## config.mk

```make
export PLATFORM = sky130hd
export DESIGN_NAME = sync_fifo_param
export DESIGN_NICKNAME = d
export VERILOG_FILES = /design/src/rtl/sync_fifo_param.sv
export SDC_FILE = /design/constraint.sdc
export NUM_CORES = 1
export LEC_CHECK = 0
export CAP_MARGIN = 10
export CORE_ASPECT_RATIO = 1.2
export CORE_MARGIN = 8
export CORE_UTILIZATION = 59
export CTS_CLUSTER_SIZE = 30
export DETAILED_ROUTE_END_ITERATION = 7
export PLACE_DENSITY = 0.85
export SYNTH_ARGS = -nofsm -noshare
export SYNTH_HDL_FRONTEND = slang
export SYNTH_SLANG_ARGS = --single-unit
```

## constraint.sdc

```tcl
create_clock -name clk -period 5.04 [get_ports clk]
set_input_delay 1.008 -clock clk [delete_from_list [all_inputs] [get_ports clk]]
set_output_delay 1.008 -clock clk [all_outputs]
set_load 0.02 [all_outputs]
```

## src/rtl/sync_fifo_param.sv

```systemverilog
// sync_fifo_param: single-clock elastic buffer with programmable almost-full/empty
// thresholds, standard or first-word-fall-through read, flush and sticky error flags.
module sync_fifo_param #(
  parameter int DATA_W    = 8,
  parameter int DEPTH     = 64,
  parameter int AF_THRESH = DEPTH - 4,
  parameter int AE_THRESH = 4,
  parameter int FWFT      = 0
) (
  input  logic                    clk,
  input  logic                    rst,
  input  logic                    flush,
  input  logic                    wr_en,
  input  logic [DATA_W-1:0]       buf_in,
  input  logic                    rd_en,
  output logic [DATA_W-1:0]       buf_out,
  output logic                    out_valid,
  output logic [$clog2(DEPTH):0]  fifo_cntr,
  output logic                    buf_empt,
  output logic                    buf_full,
  output logic                    almost_empty,
  output logic                    almost_full,
  output logic                    overflow,
  output logic                    underflow
);

  localparam int PTR_W = $clog2(DEPTH);
  localparam int CNT_W = PTR_W + 1;

  if ((DEPTH < 4) || ((DEPTH & (DEPTH - 1)) != 0)) begin : g_bad_depth
    $error("sync_fifo_param: DEPTH must be a power of two and at least 4");
  end
  if (AF_THRESH > DEPTH) begin : g_bad_af
    $error("sync_fifo_param: AF_THRESH must not exceed DEPTH");
  end
  if (AE_THRESH >= DEPTH) begin : g_bad_ae
    $error("sync_fifo_param: AE_THRESH must be below DEPTH");
  end

  logic [DATA_W-1:0] mem [DEPTH];
  logic [PTR_W-1:0]  wr_ptr;
  logic [PTR_W-1:0]  rd_ptr;
  logic              rd_acc;
  logic              wr_acc;

  assign buf_empt     = (fifo_cntr == '0);
  assign buf_full     = (fifo_cntr == CNT_W'(DEPTH));
  assign almost_empty = (fifo_cntr <= CNT_W'(AE_THRESH));
  assign almost_full  = (fifo_cntr >= CNT_W'(AF_THRESH));

  // A full FIFO still takes a write when the head is popped in the same cycle.
  assign rd_acc = rd_en & ~buf_empt;
  assign wr_acc = wr_en & (~buf_full | rd_acc);

  always_ff @(posedge clk or posedge rst) begin
    if (rst) begin
      wr_ptr    <= '0;
      rd_ptr    <= '0;
      fifo_cntr <= '0;
      overflow  <= 1'b0;
      underflow <= 1'b0;
    end else if (flush) begin
      wr_ptr    <= '0;
      rd_ptr    <= '0;
      fifo_cntr <= '0;
      overflow  <= 1'b0;
      underflow <= 1'b0;
    end else begin
      if (wr_acc) wr_ptr <= wr_ptr + PTR_W'(1);
      if (rd_acc) rd_ptr <= rd_ptr + PTR_W'(1);
      if (wr_acc && !rd_acc)      fifo_cntr <= fifo_cntr + CNT_W'(1);
      else if (rd_acc && !wr_acc) fifo_cntr <= fifo_cntr - CNT_W'(1);
      if (wr_en && !wr_acc)   overflow  <= 1'b1;
      if (rd_en && buf_empt)  underflow <= 1'b1;
    end
  end

  always_ff @(posedge clk) begin
    if (wr_acc && !flush) mem[wr_ptr] <= buf_in;
  end

  if (FWFT == 0) begin : g_std
    logic [DATA_W-1:0] buf_p1;
    logic              vld_p1;

    // Registered read: data and its one-cycle valid pulse land together.
    always_ff @(posedge clk or posedge rst) begin
      if (rst) begin
        buf_p1 <= '0;
        vld_p1 <= 1'b0;
      end else if (flush) begin
        vld_p1 <= 1'b0;
      end else begin
        vld_p1 <= rd_acc;
        if (rd_acc) buf_p1 <= mem[rd_ptr];
      end
    end

    assign buf_out   = buf_p1;
    assign out_valid = vld_p1;
  end else begin : g_fwft
    assign buf_out   = buf_empt ? '0 : mem[rd_ptr];
    assign out_valid = ~buf_empt;
  end

endmodule

```

==> run summary <==
========================================================================================================
Critical path capture point type                                                              output pin
# port buffers                                                                                        34
Routed WL                                                                                        50.9 mm
Core box area                                                                               0.0366 sq mm
Number of warnings printed during yosys synthesis                                                      0
Overflow after GRT                                                                                     0
Number of detailed-route iterations in the first pass                                                  7
TritonCTS clock tree                                                                                done
Number of maximum-capacitance violations                                                               0
Cts-stage hold buffer count                                                                            0
Peak ir drop on the vdd network                                                               0.000305 V
Seq/Total Area, Yosys                                                                              74.1%
Number of nets produced by synthesis                                                                1132
Standard-cell rows                                                                                    77
Largest net degree at the start of global routing                                                     65
Combinational family with the most area after synthesis                                     multiplexers
Final HPWL from detailed placement                                                               29.8 mm
Adder-Cell Fraction of Synth Area                                                                 0.552%
Antenna violations before repair                                                                       0
Number of failing hold endpoints at the final stage                                                    0
Number of slew-limit violations in the final report                                                    0
Clock sink total                                                                                     542
Number of synthesized flops with an enable pin                                                       512
# DRC                                                                                                  1
Relative max-transition margin                                                                     11.2%
Violation count after the first detailed-route iteration                                            1676
Crit path time final                                                                             3.68 ns
Startpoint of the worst hold path                                                           overflow$_DFFE_PP0P_
Startpoint types                                                                                register
Share of total power consumed by net switching                                                     24.5%
Final worst path period share                                                                      73.0%
Vias in the first global route                                                                     11200
Synthesized area                                                                            0.0218 sq mm
Clock Skew                                                                                     0.0197 ns
FFs w/ async S/R, synth                                                                            5.54%
Post-Syn Instances                                                                                  1110
Fraction of final layout cells sized beyond drive strength 1                                       16.9%
Setup repair after global routing missed its margin                                                false
Bufs on Longest Clock Path                                                                             3
Number of failing setup endpoints in the final timing report                                           0
Launch point of the critical path                                                           fifo_cntr[4]$_DFFE_PP0P_
Wire length of the first global-routing pass                                                     75.6 mm
Resized Gates After CTS                                                                                0
Flop-to-flop setup slack                                                                         1.59 ns
Die area                                                                                    0.0433 sq mm
Total power density per cell area                                                            426 mW/mm^2
Worst setup path class                                                                      register to output pin
Total of flip-flops plus latches after synthesis                                                     542
Post-synth cell types                                                                                 61
Power Total                                                                                     10200 uW
Diode count                                                                                            0
Relative contribution of the clock network to total power                                          35.9%
Max Clock Freq                                                                                   272 MHz
Net switching power figure                                                                       2510 uW
DRT antenna net count                                                                                  0
Number of instances on the worst hold path                                                             2
Critical path data arrival time                                                                  2.67 ns
Combined global-route utilization of all metal layers                                              23.8%
Simple-gate portion of the synthesized area                                                        4.19%
Slowest cell on the critical path                                                           clkdlybuf4s50_1
Int Power                                                                                        7730 uW
H-tree level count                                                                                     2
Vias per cell                                                                                       6.79
Wire length per cell after detailed routing                                                 30.5 microns
P&R area growth vs syn                                                                             10.4%
Violated checks                                                                             design-rule violations
Top Ports                                                                                             35
Count of buffers added by post-CTS timing repair for setup                                             0
Outcome                                                                                     finished, violations left
Share of power burned in registers                                                                 50.4%
Synth Area per Inst                                                                           19.6 sq um
Combinational Power Share                                                                          13.7%
Total CTS buffers                                                                                     48
Transition time at the pin with the least slew margin                                            1.33 ns
Post-CTS clock slew at the launch and capture registers of the worst setup and hold paths        0.07 ns
Number of vias after detailed routing                                                              11300
Multiplexer area fraction after synthesis                                                          15.0%
Starting density of the core                                                                       59.4%
Complex-gate fraction of the synthesized area                                                      3.65%
Clock network latency to the later pin of the worst-skew pair                                    0.58 ns
Critical Path Max Stage Delay                                                                    0.64 ns
Synth Flop Type                                                                                 edfxtp_1
Worst Path Required                                                                              4.03 ns
Tightest Hold Check Type                                                                    register to register
Leakage power                                                                                 0.00751 uW
Total Nets Final                                                                                    1176
Critical R2R Launch                                                                         fifo_cntr[4]$_DFFE_PP0P_
Library cell used as clock root buffer                                                         clkbuf_16
Maximum fanout along the worst path                                                                    7
Die Wd                                                                                       191 microns
Synth Area in XOR/XNOR                                                                            0.523%
Global placement routability congestion                                                            0.896
Register-to-Register Path Depth                                                                       10
Post-route setup TNS                                                                                0 ns
Die Ht                                                                                       226 microns
Critical path, cell by cell                                                                 or3_4 -> or2_0 -> nor2_1 -> clkdlybuf4s50_1
========================================================================================================
-- power groups by stage --
stage               clock network (uW)  registers, uW  logic [uW]
global placement                     0           5250        1340
floorplan                            0           5200         980
finish                            3680           5160        1400
global route                      3860           5170        1480
detailed placement                   0           5250        1380
CTS                               3690           5160        1400
-- cells in the final DEF, fill, tap and decap left out, drive strengths merged, types with 26 or more instances in the layout --
cell and count:
a21oi 27, buf 27, clkbuf 58, clkdlybuf4s50 26, dfrtp 30, edfxtp 512, mux2i 60, mux4 114
nand2 29, nor2 90
-- worst max-delay path, delay by kind of cell (launching register included) --
kind / cells / cell delay (ns)
buffers and inverters: 1 / 0.64
and+or+nand+nor: 3 / 1.02
DFF: 1 / 0.46
-- flip-flops by register name (all words and copies together) (netlist names) --
signal,count
wr_ptr,6
overflow,1
mem,512
rd_ptr,6
underflow,1
fifo_cntr,7
buf_out,8
out_valid,1
-- cells in the mapped netlist, types with 4 or more instances --
library cell | number | area (sq um)
nand2_1 | 27 | 101
nand4_1 | 5 | 31.3
mux4_1 | 27 | 709
o221ai_1 | 7 | 61.3
a22o_1 | 4 | 35.0
a22oi_1 | 13 | 97.6
mux2i_1 | 60 | 601
buf_2 | 12 | 60.1
nor2_1 | 90 | 338
buf_1 | 5 | 18.8
a211oi_1 | 18 | 135
nor3_1 | 7 | 35.0
o21ai_0 | 10 | 50.1
mux4_2 | 87 | 1960
dfrtp_1 | 30 | 751
clkbuf_1 | 17 | 63.8
o21a_1 | 4 | 30.0
o22ai_1 | 7 | 43.8
nand3_1 | 21 | 105
buf_4 | 11 | 82.6
nand3b_1 | 4 | 30.0
ha_1 | 8 | 100
buf_6 | 13 | 146
inv_1 | 11 | 41.3
a21oi_1 | 27 | 135
edfxtp_1 | 512 | 15400
nor2b_1 | 16 | 100
xor2_1 | 10 | 87.6
-- routing by layer --
| metal | part of all wire [%] | track usage (%) |
|---|---|---|
| met5 | 0 | 0 |
| met4 | 4.5 | 9.57 |
| met3 | 10 | 4.17 |
| met2 | 50 | 39.4 |
| met1 | 36 | 31.3 |
-- layout make-up --
class                   instances  area (sq um)
multi-input cells             498          5210
repair buffers                 53           475
fillers                      2210         12600
well taps                     474           593
clock inverters                30           300
inverters                      11          41.3
clock buffers                  58          1260
flip-flops and latches        542         16100
-- through the flow --
step | instances | area (sq um) | hold slack, ns | util, % | setup slack (ns)
2_1_floorplan | 1110 | 21800 | 0.531 | - | 1.95
3_3_place_gp | 1577 | 22400 | 0.497 | 61.3 | 1.24
3_5_place_dp | 1577 | 22400 | 0.511 | 61.3 | 1.14
4_1_cts | 1665 | 24000 | 0.527 | 65.5 | 1.36
5_1_grt | 1666 | 24000 | 0.562 | 65.6 | 1.29
6_report | 1666 | 24000 | 0.531 | 65.6 | 1.36
-- final timing paths --
check,to
max,buf_full
min,overflow$_DFFE_PP0P_
max reg2reg,fifo_cntr[6]$_DFFE_PP0P_
min reg2reg,overflow$_DFFE_PP0P_
max in group asynchronous,rd_ptr[1]$_DFFE_PP0P_
min in group asynchronous,overflow$_DFFE_PP0P_
-- cells by family (layout without fill, tap and decap cells) --
logic type	after synthesis	in the layout
mux	174	174
flops	542	542
buf+inv	70	152
compound gates	111	111
simple gates	191	191
xor+xnor	13	13
fa+ha+maj	9	9
(Power assumes the default switching activity.)
